File: src/rtl/uart_pkg.sv
// uart_pkg: shared UART widths, FIFO sizing and bus register addresses
package uart_pkg;
  localparam int UART_DATA_W       = 8;
  localparam int UART_TXFIFO_DEPTH = 16;
  localparam int UART_TXFIFO_LOW   = 4;
  localparam logic [1:0] ADDR_BAUD   = 2'd0;
  localparam logic [1:0] ADDR_CTRL   = 2'd1;
  localparam logic [1:0] ADDR_TXDATA = 2'd2;
  localparam logic [1:0] ADDR_RX     = 2'd3;
endpackage

File: src/rtl/uart_fifo_mem.sv
// uart_fifo_mem: DEPTH x DATA_W register array, sync write, async read
module uart_fifo_mem #(
  parameter int DEPTH  = 16,
  parameter int DATA_W = 8
) (
  input  logic                     clk,
  input  logic                     we,
  input  logic [$clog2(DEPTH)-1:0] waddr,
  input  logic [DATA_W-1:0]        wdata,
  input  logic [$clog2(DEPTH)-1:0] raddr,
  output logic [DATA_W-1:0]        rdata
);
  logic [DATA_W-1:0] mem [DEPTH];
  always_ff @(posedge clk)
    if (we) mem[waddr] <= wdata;
  assign rdata = mem[raddr];
endmodule

File: src/rtl/uart_tx_fifo.sv
// uart_tx_fifo: byte FIFO between the TX data register and the UART transmitter
module uart_tx_fifo
  import uart_pkg::*;
#(
  parameter int DEPTH      = UART_TXFIFO_DEPTH,
  parameter int DATA_W     = UART_DATA_W,
  parameter int LOW_THRESH = UART_TXFIFO_LOW
) (
  input  logic                       clk,
  input  logic                       rst,
  input  logic                       wr_en,
  input  logic [DATA_W-1:0]          wr_data,
  input  logic                       flush,
  input  logic                       clr_ovf,
  output logic                       tx_valid,
  output logic [DATA_W-1:0]          tx_data,
  input  logic                       tx_ready,
  output logic [$clog2(DEPTH+1)-1:0] count,
  output logic                       full,
  output logic                       empty,
  output logic                       tx_low,
  output logic                       overflow
);
  localparam int AW = $clog2(DEPTH);
  localparam int CW = $clog2(DEPTH+1);
  logic [AW-1:0] wr_ptr, rd_ptr;
  logic          push, pop, drop;
  assign pop  = tx_valid & tx_ready;
  assign push = wr_en & (!full | pop) & !flush;
  assign drop = wr_en & full & !pop;
  assign empty    = count == '0;
  assign full     = count == CW'(DEPTH);
  assign tx_valid = !empty;
  assign tx_low   = count <= CW'(LOW_THRESH);
  uart_fifo_mem #(.DEPTH(DEPTH), .DATA_W(DATA_W)) u_mem (
    .clk   (clk),
    .we    (push),
    .waddr (wr_ptr),
    .wdata (wr_data),
    .raddr (rd_ptr),
    .rdata (tx_data)
  );
  // flush takes precedence; a dropped write outranks clr_ovf
  always_ff @(posedge clk or negedge rst)
    if (!rst) begin
      wr_ptr   <= '0;
      rd_ptr   <= '0;
      count    <= '0;
      overflow <= 1'b0;
    end else if (flush) begin
      wr_ptr   <= '0;
      rd_ptr   <= '0;
      count    <= '0;
      overflow <= 1'b0;
    end else begin
      wr_ptr   <= wr_ptr + AW'(push);
      rd_ptr   <= rd_ptr + AW'(pop);
      count    <= count + CW'(push) - CW'(pop);
      overflow <= drop ? 1'b1 : clr_ovf ? 1'b0 : overflow;
    end
endmodule
File: config.mk
export PLATFORM = sky130hd
export DESIGN_NAME = uart_tx_fifo
export DESIGN_NICKNAME = d
export VERILOG_FILES = /design/src/rtl/uart_pkg.sv /design/src/rtl/uart_fifo_mem.sv /design/src/rtl/uart_tx_fifo.sv
export SDC_FILE = /design/constraint.sdc
export NUM_CORES = 1
export LEC_CHECK = 0
export BUFFER_PORTS_ARGS = -buffer_cell sky130_fd_sc_hd__buf_2
export CORE_MARGIN = 2
export CORE_UTILIZATION = 55
export DETAILED_ROUTE_END_ITERATION = 6
export PLACE_DENSITY = 0.81
export SYNTH_ARGS = -nofsm -noshare
export SYNTH_HDL_FRONTEND = slang
export SYNTH_SLANG_ARGS = --single-unit
export TNS_END_PERCENT = 10
File: constraint.sdc
create_clock -name clk -period 3.2 [get_ports clk]
set_input_delay 0.48 -clock clk [delete_from_list [all_inputs] [get_ports clk]]
set_output_delay 0.48 -clock clk [all_outputs]
set_load 0.1 [all_outputs]
# Yosys cells after proc, flatten, opt, wreduce, memory -nomap -nowiden
# Memory sizes are Yosys's and may differ from the RTL's.
# Index checks and enable logic that the tools add are counted.
# op_classes
n_addsub	4
n_mul	0
div	0
n_lt_le_gt_ge	1
eq_ne	1
n_shift	0
muxes	8
bitwise_logic	6
n_reduce_logical	6
# ops
cell	count
$add 4x1->4	2
$mux 4	2
$add 5x1->5	1
$and 1x1->1	5
$eq 5x5->1 const B	1
$le 5x3->1 const B	1
$logic_not 5->1	1
$mux 1	5
$mux 5	1
$sub 5x1->5	1
$logic_not 1->1	4
$reduce_bool 3->1	1
$or 1x1->1	1
# word_totals
ff_bits	14
latch_bits	0
mem_bits_rw	128
mem_bits_ro	0
input_bits	14
output_inout_bits	18
wordCells	31
n_memories	1
# memory_table
name	depth	word_bits	read_ports	rd_clocked_by_memory_dff	wr	line	rtl
u_mem.mem	16	8	1	0	1	uart_fifo_mem.sv:13	logic [DATA_W-1:0] mem [DEPTH];

# Longest topological paths before layout
# Gate-level depths: netlist of run 1.
# depth
depth_word	9
ltp_mapped	14
ltp_nobuf	14

# Modules after synthesis
# From an unflattened synthesis of run 1, not the netlist that was laid out.
# hier_totals
hier_cells	301
area_unflattened_um2	5823.1
# modules_own_cells
mod	n_inst	cells_per_inst	area_each_um2
uart_fifo_mem	1	221	4987.3
uart_tx_fifo	1	80	835.8

# Worst setup path before layout of run 1
# Ideal clock, no wire load.
# synth_path
kind	reg-to-reg
startpoint	reg count[3]
endpoint	reg count[4]
setup_ps	136
arrival_ps	3489
required_ps	3064
path_slack_ps	-425
path_stages_with_launch	15
path_buffers	0
cell_sequence	dfrtp_1 -> inv_1 -> ha_1 -> and4bb_2 -> a21oi_2 -> inv_1 -> ha_1 -> inv_1 -> ha_1 -> inv_1 -> fa_1 -> nand2b_1 -> a21oi_1 -> or3_1 -> a21oi_1
# synth_rtl
element	line	rtl
from (decl)	uart_tx_fifo.sv:18	output logic [$clog2(DEPTH+1)-1:0] count,
from (signal assigned)	uart_tx_fifo.sv:58	count <= count + CW'(push) - CW'(pop);
$eq 5x5->1	uart_tx_fifo.sv:32	assign full = count == CW'(DEPTH);
net full	uart_tx_fifo.sv:19	output logic full,
$logic_not 1->1	uart_tx_fifo.sv:29	assign push = wr_en & (!full | pop) & !flush;
$or 1x1->1	uart_tx_fifo.sv:29	
$and 1x1->1 (2 in series)	uart_tx_fifo.sv:29	
$add 5x1->5	uart_tx_fifo.sv:58	
$sub 5x1->5	uart_tx_fifo.sv:58	
$mux 5	uart_tx_fifo.sv:50	end else if (flush) begin
# The timed path passes the listed nets, and every way through them passes these cells.
# A chain may end at the register's enable or synchronous reset.

# Worst setup path in the final report of run 1
# layout_path
startpoint	reg rd_ptr[0]
endpoint	out tx_data[0]
# layout_via
elab_chain_len	1
# layout_rtl
element	line	rtl
from (decl)	uart_tx_fifo.sv:26	logic [AW-1:0] wr_ptr, rd_ptr;
from (signal assigned)	uart_tx_fifo.sv:57	rd_ptr <= rd_ptr + AW'(pop);
$mem_v2 16x8	-	
to (decl)	uart_tx_fifo.sv:16	output logic [DATA_W-1:0] tx_data,
# No other way between the ends.

==> results of run 1 <==
registers in the layout, summed over array words and instances, names as in the netlist:
name,cells
overflow,1
count,5
wr_ptr,4
u_mem.mem,128
rd_ptr,4
worst reg2reg max path, delay by kind of cell, from the launching register on:
| kind | cells | cell delay (ns) |
|---|---|---|
| adders and majority gates | 4 | 1.04 |
| and+or+nand+nor | 3 | 0.51 |
| AOI/OAI and AO/OA | 3 | 0.50 |
| buffers and inverters | 4 | 0.28 |
| DFF | 1 | 0.42 |
worst paths after layout:
check / startpoint / end / cells after the start / slack, ns
max: rd_ptr[0] / tx_data[0] / 5 / 0.29
min: wr_en / overflow / 3 / 0.26
max reg2reg: count[2] / count[4] / 14 / 0.34
min reg2reg: overflow / overflow / 2 / 0.51
max in group asynchronous: rst / count[2] / 2 / 2.53
min in group asynchronous: rst / count[3] / 2 / 0.40
layout make-up:
type,count,area [um^2]
clock buffer,18,418
tap,136,170
sequential,142,4210
inverter,12,45.0
fill,695,3520
clock inverter,14,119
timing repair buffer,52,328
multi-input combinational,134,1470
layer usage:
| metal | vias up | GRT usage | wire length, um |
|---|---|---|---|
| met5 | - | 0 | 0 |
| met4 | 0 | 0.0807 | 151 |
| met3 | 16 | 0.0492 | 760 |
| met2 | 99 | 0.364 | 5860 |
| met1 | 1491 | 0.286 | 4320 |
| li1 | 1325 | - | - |
cells by family (layout without fill, tap and decap cells):
kind of cell / count (synthesis) / in the layout / synth area share
XOR/XNOR: 6 / 6 / 0.00905
buffers and inverters: 25 / 96 / 0.0246
flip-flops: 142 / 142 / 0.722
multiplexers: 32 / 32 / 0.136
adder cells (fa/ha/maj): 13 / 13 / 0.0293
AO/OA/AOI/OAI: 24 / 24 / 0.0302
AND/OR/NAND/NOR: 59 / 59 / 0.0487
stage by stage:
step	setup WS, ns	util	total power [mW]
after global routing	0.130	0.658	5.81
after global placement	0.513	0.605	3.83
after detailed placement	0.353	0.605	3.87
final	0.289	0.658	5.59
after CTS	0.244	0.658	5.64
after floorplan	0.131	-	3.58
where the power goes:
group	internal (mW)	total (mW)	switching [mW]
clock	1.03	1.76	0.735
combinational	0.521	1.71	1.18
sequential	2.08	2.12	0.0413
total	3.63	5.59	1.96
layout by cell type (no fill, tap or decap), drive strengths merged, types with 2 or more instances in the layout:
cell and n:
a21oi 4, a22oi 16, buf 51, clkbuf 18, clkinv 7, clkinvlp 4, dfrtp 14, edfxtp 128
ha 12, inv 14, mux4 32, nand2 11, nand2b 4, nand3 3, nand3b 2, nor2 24
nor2b 6, nor3 4, xnor2 3, xor2 3
==> flow_summary.html, run 1 <==
<table>
<tr><th>Metric</th><th>Value</th></tr>
<tr><th colspan="2">Layout</th></tr>
<tr><td>Final net count</td><td>between 300 and 400</td></tr>
<tr><td>Fraction of final layout cells sized beyond drive strength 1</td><td>0.280</td></tr>
<tr><td>Finished Layout Cells</td><td>just over 500</td></tr>
<tr><td>Antenna cells</td><td>0</td></tr>
<tr><td>Final cell area excluding filler cells</td><td>between 6000 and 7000 um^2</td></tr>
<tr><td>Layout overhead on the synthesized area</td><td>16.4%</td></tr>
<tr><th colspan="2">GRT</th></tr>
<tr><td>Largest net degree at the start of global routing</td><td>25</td></tr>
<tr><td>Congestion Overflow GR</td><td>0</td></tr>
<tr><td>Number of global-route vias before repair</td><td>3152</td></tr>
<tr><td>All-layer global routing usage</td><td>0.219</td></tr>
<tr><td>Antenna violations before repair</td><td>0</td></tr>
<tr><td>Wire length of the first global-routing pass</td><td>17.6 mm</td></tr>
<tr><th colspan="2">Synthesis</th></tr>
<tr><td>Share of the synthesized area in the top cell type</td><td>0.662</td></tr>
<tr><td>Mean instance size in the synthesized netlist</td><td>between 15 and 20 um^2</td></tr>
<tr><td>Dominant cell by count in the synthesized netlist</td><td>sky130_fd_sc_hd__edfxtp_1</td></tr>
<tr><td>Predominant post-synthesis flop cell</td><td>sky130_fd_sc_hd__edfxtp_1</td></tr>
<tr><td>Synth cell types</td><td>33</td></tr>
<tr><td>Synth Instances</td><td>approximately 300</td></tr>
<tr><td>Top cells by count, synth</td><td>128 x sky130_fd_sc_hd__edfxtp_1, 24 x sky130_fd_sc_hd__nor2_1, 18 x sky130_fd_sc_hd__mux4_1, 16 x sky130_fd_sc_hd__a22oi_1</td></tr>
<tr><td>Syn_nets</td><td>328</td></tr>
<tr><td>Post-synthesis sequential element count</td><td>between 100 and 150</td></tr>
<tr><td>Number of flops mapped to enable cells by yosys</td><td>128</td></tr>
<tr><td>Cell type contributing the most total cell area after synthesis</td><td>sky130_fd_sc_hd__edfxtp_1</td></tr>
<tr><td>Leading cell types by total area after synthesis</td><td>sky130_fd_sc_hd__edfxtp_1 66%, sky130_fd_sc_hd__mux4_1 8.1%, sky130_fd_sc_hd__dfrtp_1 6.0%</td></tr>
<tr><td>Area of the mapped netlist</td><td>slightly below 6000 um^2</td></tr>
<tr><td>Synthesis warning total</td><td>0</td></tr>
<tr><td>Sequential element share of the synthesized area</td><td>0.722</td></tr>
<tr><td>Async set-reset flop share out of synthesis</td><td>0.0986</td></tr>
<tr><th colspan="2">Die</th></tr>
<tr><td>Floorplan row count</td><td>37</td></tr>
<tr><td>Overall die area</td><td>~11000 um^2</td></tr>
<tr><td>Number of placed I/O pins</td><td>32</td></tr>
<tr><td>Placeable Area</td><td>a little over 10000 um^2</td></tr>
<tr><td>Die extent in y</td><td>around 110 um</td></tr>
<tr><td>Starting density of the core</td><td>0.565</td></tr>
<tr><td>Die Wd</td><td>~110 um</td></tr>
<tr><th colspan="2">Detailed routing</th></tr>
<tr><td>Average wire per cell in the routed design</td><td>about 22 um</td></tr>
<tr><td>Detailed-router iteration count before antenna repair</td><td>4</td></tr>
<tr><td>Post-route DRC</td><td>0</td></tr>
<tr><td>Vias after detailed routing</td><td>2931</td></tr>
<tr><td>Via density per instance</td><td>between 5 and 6</td></tr>
<tr><td>Initial detailed-routing violation count</td><td>about 230</td></tr>
<tr><td>Remaining number of nets flagged by the antenna check after routing</td><td>0</td></tr>
<tr><td>Final routed wirelength across all metal layers</td><td>11.1 mm</td></tr>
<tr><th colspan="2">Placed design</th></tr>
<tr><td>HPWL Detailed</td><td>just under 7 mm</td></tr>
<tr><td>Number of buffers inserted by port buffering</td><td>31</td></tr>
<tr><td>Gpl congestion</td><td>0.730</td></tr>
<tr><td>Area post-placement</td><td>around 6200 um^2</td></tr>
<tr><td>Inst Count DP</td><td>around 480</td></tr>
<tr><th colspan="2">Setup path</th></tr>
<tr><td>Slowest stage cell on the critical path</td><td>sky130_fd_sc_hd__mux4_1</td></tr>
<tr><td>Family with the most delay on the worst path</td><td>multiplexers</td></tr>
<tr><td>Worst path required time</td><td>about 2.7 ns</td></tr>
<tr><td>CP Class</td><td>flip-flop to primary output</td></tr>
<tr><td>Cell Chain, Critical Path</td><td>buf_12, mux4_1, a22oi_1, nand2_1, buf_2</td></tr>
<tr><td>Number of buffers and inverters on the critical path</td><td>2</td></tr>
<tr><td>Startpoint types</td><td>flip-flop</td></tr>
<tr><td>Worst Path Max Fanout</td><td>24</td></tr>
<tr><td>Type of element capturing the critical path</td><td>primary output</td></tr>
<tr><td>Arrival time at the worst endpoint</td><td>about 2.4 ns</td></tr>
<tr><td>Stage delay of the slowest cell on the critical path</td><td>0.57 ns</td></tr>
<tr><th colspan="2">Timing</th></tr>
<tr><td>Period utilisation layout</td><td>0.910</td></tr>
<tr><td>Fin crit period</td><td>between 2 and 3 ns</td></tr>
<tr><td>Total Neg Setup Slack</td><td>0 ns</td></tr>
<tr><td>Final Slew Violations</td><td>0</td></tr>
<tr><td>Clock Skews</td><td>0.00862 ns</td></tr>
<tr><td>Actual slew at the worst max-slew pin</td><td>around 0.68 ns</td></tr>
<tr><td>Headroom to the max-slew limit</td><td>0.546</td></tr>
<tr><td>Setup repair after global routing missed its margin</td><td>false</td></tr>
<tr><td>Worst hold slack</td><td>between 0.2 and 0.3 ns</td></tr>
<tr><td>Top achievable clock speed</td><td>roughly 340 MHz</td></tr>
<tr><td>Endpoints failing hold</td><td>0</td></tr>
<tr><td>Setup violations, final</td><td>0</td></tr>
<tr><th colspan="2">Clock tree</th></tr>
<tr><td>Clock-pin slew reported for the worst setup and hold paths after clock tree synthesis</td><td>about 0.050 ns</td></tr>
<tr><td>Clk root buf</td><td>sky130_fd_sc_hd__clkbuf_8</td></tr>
<tr><td>TritonCTS clock tree</td><td>built</td></tr>
<tr><td>Inserted Clock Buffers</td><td>17</td></tr>
<tr><td>Number of buffers on the longest clock path</td><td>2</td></tr>
<tr><td>Clock net sink count</td><td>approximately 140</td></tr>
<tr><td>Post-CTS Hold Buffers</td><td>1</td></tr>
<tr><td>PostCTS Resize Cnt</td><td>0</td></tr>
<tr><td>Clock latency reported for the late side of the worst-skew pair</td><td>roughly 0.53 ns</td></tr>
<tr><td>Setup repair bufs after CTS</td><td>0</td></tr>
<tr><td>H-Tree Level Count</td><td>4</td></tr>
<tr><th colspan="2">Min path</th></tr>
<tr><td>Class of the worst hold path</td><td>input port to flip-flop</td></tr>
<tr><th colspan="2">Pwr</th></tr>
<tr><td>Static power due to leakage</td><td>2.38 nW</td></tr>
<tr><td>Peak ir drop on the vdd network</td><td>~1.3 mV</td></tr>
<tr><td>Pwr per Cell Area</td><td>just over 800 nW/um^2</td></tr>
<tr><th colspan="2">Flow run</th></tr>
<tr><td>Max-cap violations</td><td>0</td></tr>
<tr><th colspan="2">Status</th></tr>
<tr><td>Outcome</td><td>complete, no violations</td></tr>
</table>
Note: power is estimated with default switching activity, not from simulation.
==> run 2, diff against run 1 <==
--- a/config.mk
+++ b/config.mk
@@ -5,11 +5,11 @@
 export SDC_FILE = /design/constraint.sdc
 export NUM_CORES = 1
 export LEC_CHECK = 0
-export BUFFER_PORTS_ARGS = -buffer_cell sky130_fd_sc_hd__buf_2
 export CORE_MARGIN = 2
 export CORE_UTILIZATION = 55
 export DETAILED_ROUTE_END_ITERATION = 6
-export PLACE_DENSITY = 0.81
+export DONT_BUFFER_PORTS = 1
+export PLACE_DENSITY = 0.78
 export SYNTH_ARGS = -nofsm -noshare
 export SYNTH_HDL_FRONTEND = slang
 export SYNTH_SLANG_ARGS = --single-unit
==> run 2 against run 1 <==
  * Flip-flop and latch count did not move
  * Cell count fell by 3.3%
  * Combinational power rose by 4%
  * Worst setup slack got worse by 0.022 ns
  * Wire length rose by 9.4%
  * Core utilization rose by 0.58 points
  * Non-clock buffer count fell by 17
  * Design area rose by 0.89%
  * Largest power group unchanged
==> flow_summary.html, run 2 (synthesis results as in run 1) <==
<table>
<tr><th>Metric</th><th>Value</th></tr>
<tr><th colspan="2">Layout</th></tr>
<tr><td>Fraction of final layout cells sized beyond drive strength 1</td><td>0.239</td></tr>
<tr><td>Largest registers</td><td>u_mem.mem: 128 flops, count: 5 flops</td></tr>
<tr><td>Final net count</td><td>around 370</td></tr>
<tr><td>Top library cells by usage in the layout, fill and taps aside</td><td>128 x sky130_fd_sc_hd__edfxtp_1, 29 x sky130_fd_sc_hd__buf_4, 24 x sky130_fd_sc_hd__nor2_1</td></tr>
<tr><td>Most common cell after layout, fill and taps aside</td><td>sky130_fd_sc_hd__edfxtp_1</td></tr>
<tr><td>Register with the most flip-flops</td><td>u_mem.mem</td></tr>
<tr><td>Antenna cells</td><td>0</td></tr>
<tr><td>Layout overhead on the synthesized area</td><td>17.5%</td></tr>
<tr><td>Max FFs per register</td><td>between 100 and 150</td></tr>
<tr><th colspan="2">Timing</th></tr>
<tr><td>Clock Skews</td><td>around 0.0078 ns</td></tr>
<tr><td>Actual slew at the worst max-slew pin</td><td>between 0.9 and 1 ns</td></tr>
<tr><td>Fin crit period</td><td>2.93 ns</td></tr>
<tr><td>Final Slew Violations</td><td>0</td></tr>
<tr><td>Endpoints failing hold</td><td>0</td></tr>
<tr><td>Top achievable clock speed</td><td>341 MHz</td></tr>
<tr><td>Setup repair after global routing missed its margin</td><td>false</td></tr>
<tr><td>Period utilisation layout</td><td>0.916</td></tr>
<tr><td>Total Neg Setup Slack</td><td>0 ns</td></tr>
<tr><td>Headroom to the max-slew limit</td><td>0.393</td></tr>
<tr><td>Setup violations, final</td><td>0</td></tr>
<tr><td>Smallest setup slack after layout</td><td>between 0.2 and 0.3 ns</td></tr>
<tr><th colspan="2">Clock tree</th></tr>
<tr><td>Clock latency reported for the late side of the worst-skew pair</td><td>0.52 ns</td></tr>
<tr><td>Clk root buf</td><td>sky130_fd_sc_hd__clkbuf_8</td></tr>
<tr><td>Clock net sink count</td><td>142</td></tr>
<tr><td>Inserted Clock Buffers</td><td>17</td></tr>
<tr><td>Number of buffers on the longest clock path</td><td>2</td></tr>
<tr><td>Clock-pin slew reported for the worst setup and hold paths after clock tree synthesis</td><td>0.06 ns</td></tr>
<tr><td>TritonCTS clock tree</td><td>built</td></tr>
<tr><td>H-Tree Level Count</td><td>4</td></tr>
<tr><th colspan="2">Detailed routing</th></tr>
<tr><td>Met3 routed wirelength</td><td>684 um</td></tr>
<tr><td>Via density per instance</td><td>6.05</td></tr>
<tr><td>Remaining number of nets flagged by the antenna check after routing</td><td>0</td></tr>
<tr><td>Detailed-router iteration count before antenna repair</td><td>6</td></tr>
<tr><td>Vias after detailed routing</td><td>just under 3000</td></tr>
<tr><td>Average wire per cell in the routed design</td><td>around 25 um</td></tr>
<tr><td>Highest signal layer in the routed design</td><td>met4</td></tr>
<tr><td>Met1 routed wirelength after detailed routing</td><td>4.78 mm</td></tr>
<tr><td>Post-route DRC</td><td>0</td></tr>
<tr><td>Initial detailed-routing violation count</td><td>227</td></tr>
<tr><td>Detailed-routed wire length on met2</td><td>between 6 and 7 mm</td></tr>
<tr><td>Final routed wirelength across all metal layers</td><td>about 12 mm</td></tr>
<tr><th colspan="2">Setup path</th></tr>
<tr><td>Startpoint types</td><td>flip-flop</td></tr>
<tr><td>Slowest stage cell on the critical path</td><td>sky130_fd_sc_hd__mux4_1</td></tr>
<tr><td>CP Class</td><td>flip-flop to primary output</td></tr>
<tr><td>Stage delay of the slowest cell on the critical path</td><td>between 0.5 and 0.6 ns</td></tr>
<tr><td>Worst Path Max Fanout</td><td>17</td></tr>
<tr><td>Cell Chain, Critical Path</td><td>buf_12, mux4_1, a22oi_1, nand2_1, buf_4</td></tr>
<tr><td>Arrival time at the worst endpoint</td><td>2.45 ns</td></tr>
<tr><td>Worst path required time</td><td>between 2 and 3 ns</td></tr>
<tr><td>Type of element capturing the critical path</td><td>primary output</td></tr>
<tr><th colspan="2">GRT</th></tr>
<tr><td>Antenna violations before repair</td><td>0</td></tr>
<tr><td>All-layer global routing usage</td><td>0.233</td></tr>
<tr><td>Largest net degree at the start of global routing</td><td>35</td></tr>
<tr><td>Number of global-route vias before repair</td><td>roughly 3200</td></tr>
<tr><td>Congestion Overflow GR</td><td>0</td></tr>
<tr><td>Wire length of the first global-routing pass</td><td>~18 mm</td></tr>
<tr><th colspan="2">Pwr</th></tr>
<tr><td>Total power draw</td><td>around 6.0 mW</td></tr>
<tr><td>Static power due to leakage</td><td>between 2 and 2.5 nW</td></tr>
<tr><td>Pwr per Cell Area</td><td>around 880 nW/um^2</td></tr>
<tr><td>Peak ir drop on the vdd network</td><td>0.690 mV</td></tr>
<tr><th colspan="2">Placed design</th></tr>
<tr><td>Number of buffers inserted by port buffering</td><td>0</td></tr>
<tr><td>Setup WS pre-CTS</td><td>0.412 ns</td></tr>
<tr><td>Gpl congestion</td><td>0.733</td></tr>
<tr><td>HPWL Detailed</td><td>6.93 mm</td></tr>
<tr><th colspan="2">Die</th></tr>
<tr><td>Placeable Area</td><td>10300 um^2</td></tr>
<tr><td>Die extent in y</td><td>~110 um</td></tr>
<tr><td>Starting density of the core</td><td>0.565</td></tr>
<tr><td>Number of placed I/O pins</td><td>32</td></tr>
<tr><td>Die Wd</td><td>107 um</td></tr>
<tr><td>Overall die area</td><td>11400 um^2</td></tr>
<tr><td>Floorplan row count</td><td>37</td></tr>
<tr><th colspan="2">Status</th></tr>
<tr><td>Outcome</td><td>complete, no violations</td></tr>
<tr><th colspan="2">Min path</th></tr>
<tr><td>Class of the worst hold path</td><td>input port to flip-flop</td></tr>
<tr><th colspan="2">Flow run</th></tr>
<tr><td>Max-cap violations</td><td>0</td></tr>
</table>
-- run 2: cell count changes in the layout (fill, tap and decap cells not counted), moves of 2 or more --
| cell | delta |
|---|---|
| sky130_fd_sc_hd__buf_4 | +10 |
| sky130_fd_sc_hd__inv_6 | +2 |
| sky130_fd_sc_hd__buf_2 | -31 |
| sky130_fd_sc_hd__bufinv_16 | +3 |
| sky130_fd_sc_hd__clkinv_2 | -4 |
| sky130_fd_sc_hd__dlygate4sd3_1 | +3 |
-- run 2: path summary, 6_finish.rpt --
path,to,start,slack [ns],depth (start not counted)
min in group asynchronous,count[3],rst,0.43,1
worst max register to register,count[4],count[3],0.35,14
max in group asynchronous,rd_ptr[0],rst,2.29,1
worst min register to register,wr_ptr[2],wr_ptr[2],0.65,2
worst min-delay path,u_mem.mem[2][4],wr_data[4],0.05,0
worst max-delay path,tx_data[5],rd_ptr[0],0.27,5
-- run 2: final cells by class --
cell class                 count  area [um^2]
multi-input combinational    134         1470
fill                         654         3460
inverter                      12         45.0
sequential                   142         4210
tap                          136          170
timing repair buffer          35          298
clock buffer                  18          418
clock inverter                14          206
-- run 2: worst max-delay path: cells and delay by family, from the launching register on --
kind                   cells  cell delay, ns
flip-flops                 1            0.48
AO/OA/AOI/OAI              1            0.29
buffers and inverters      2            0.44
multiplexers               1            0.57
AND/OR/NAND/NOR            1            0.13
-- run 2: through the flow --
step	std cells	hold WS, ns	utilization	area [um^2]
6_report	491	0.0502	0.664	6820
5_1_grt	491	0.0190	0.664	6820
4_1_cts	488	0.00169	0.660	6780
3_5_place_dp	453	0.185	0.596	6130
3_3_place_gp	453	0.185	0.596	6130
2_1_floorplan	301	0.184	-	5820
-- run 2: power breakdown --
part	switching (mW)	internal, mW
Sequential	0.0559	2.09
Combinational	1.19	0.594
Clock	0.775	1.28
Total	2.02	3.96
-- run 2: metal layers --
metal / vias to the layer above / track usage
li1: 1293 / -
met1: 1549 / 0.279
met2: 106 / 0.387
met3: 25 / 0.0772
met4: 0 / 0.105
met5: - / 0
-- run 2: what timing repair did --
| item | in CTS | in global routing |
|---|---|---|
| endpoints found under the hold margin | 24 | 3 |
| setup buffers | 0 | 2 |
| hold buffers | 3 | 1 |
| endpoints found under the setup margin | 5 | 2 |
| resized for setup | 1 | 0 |
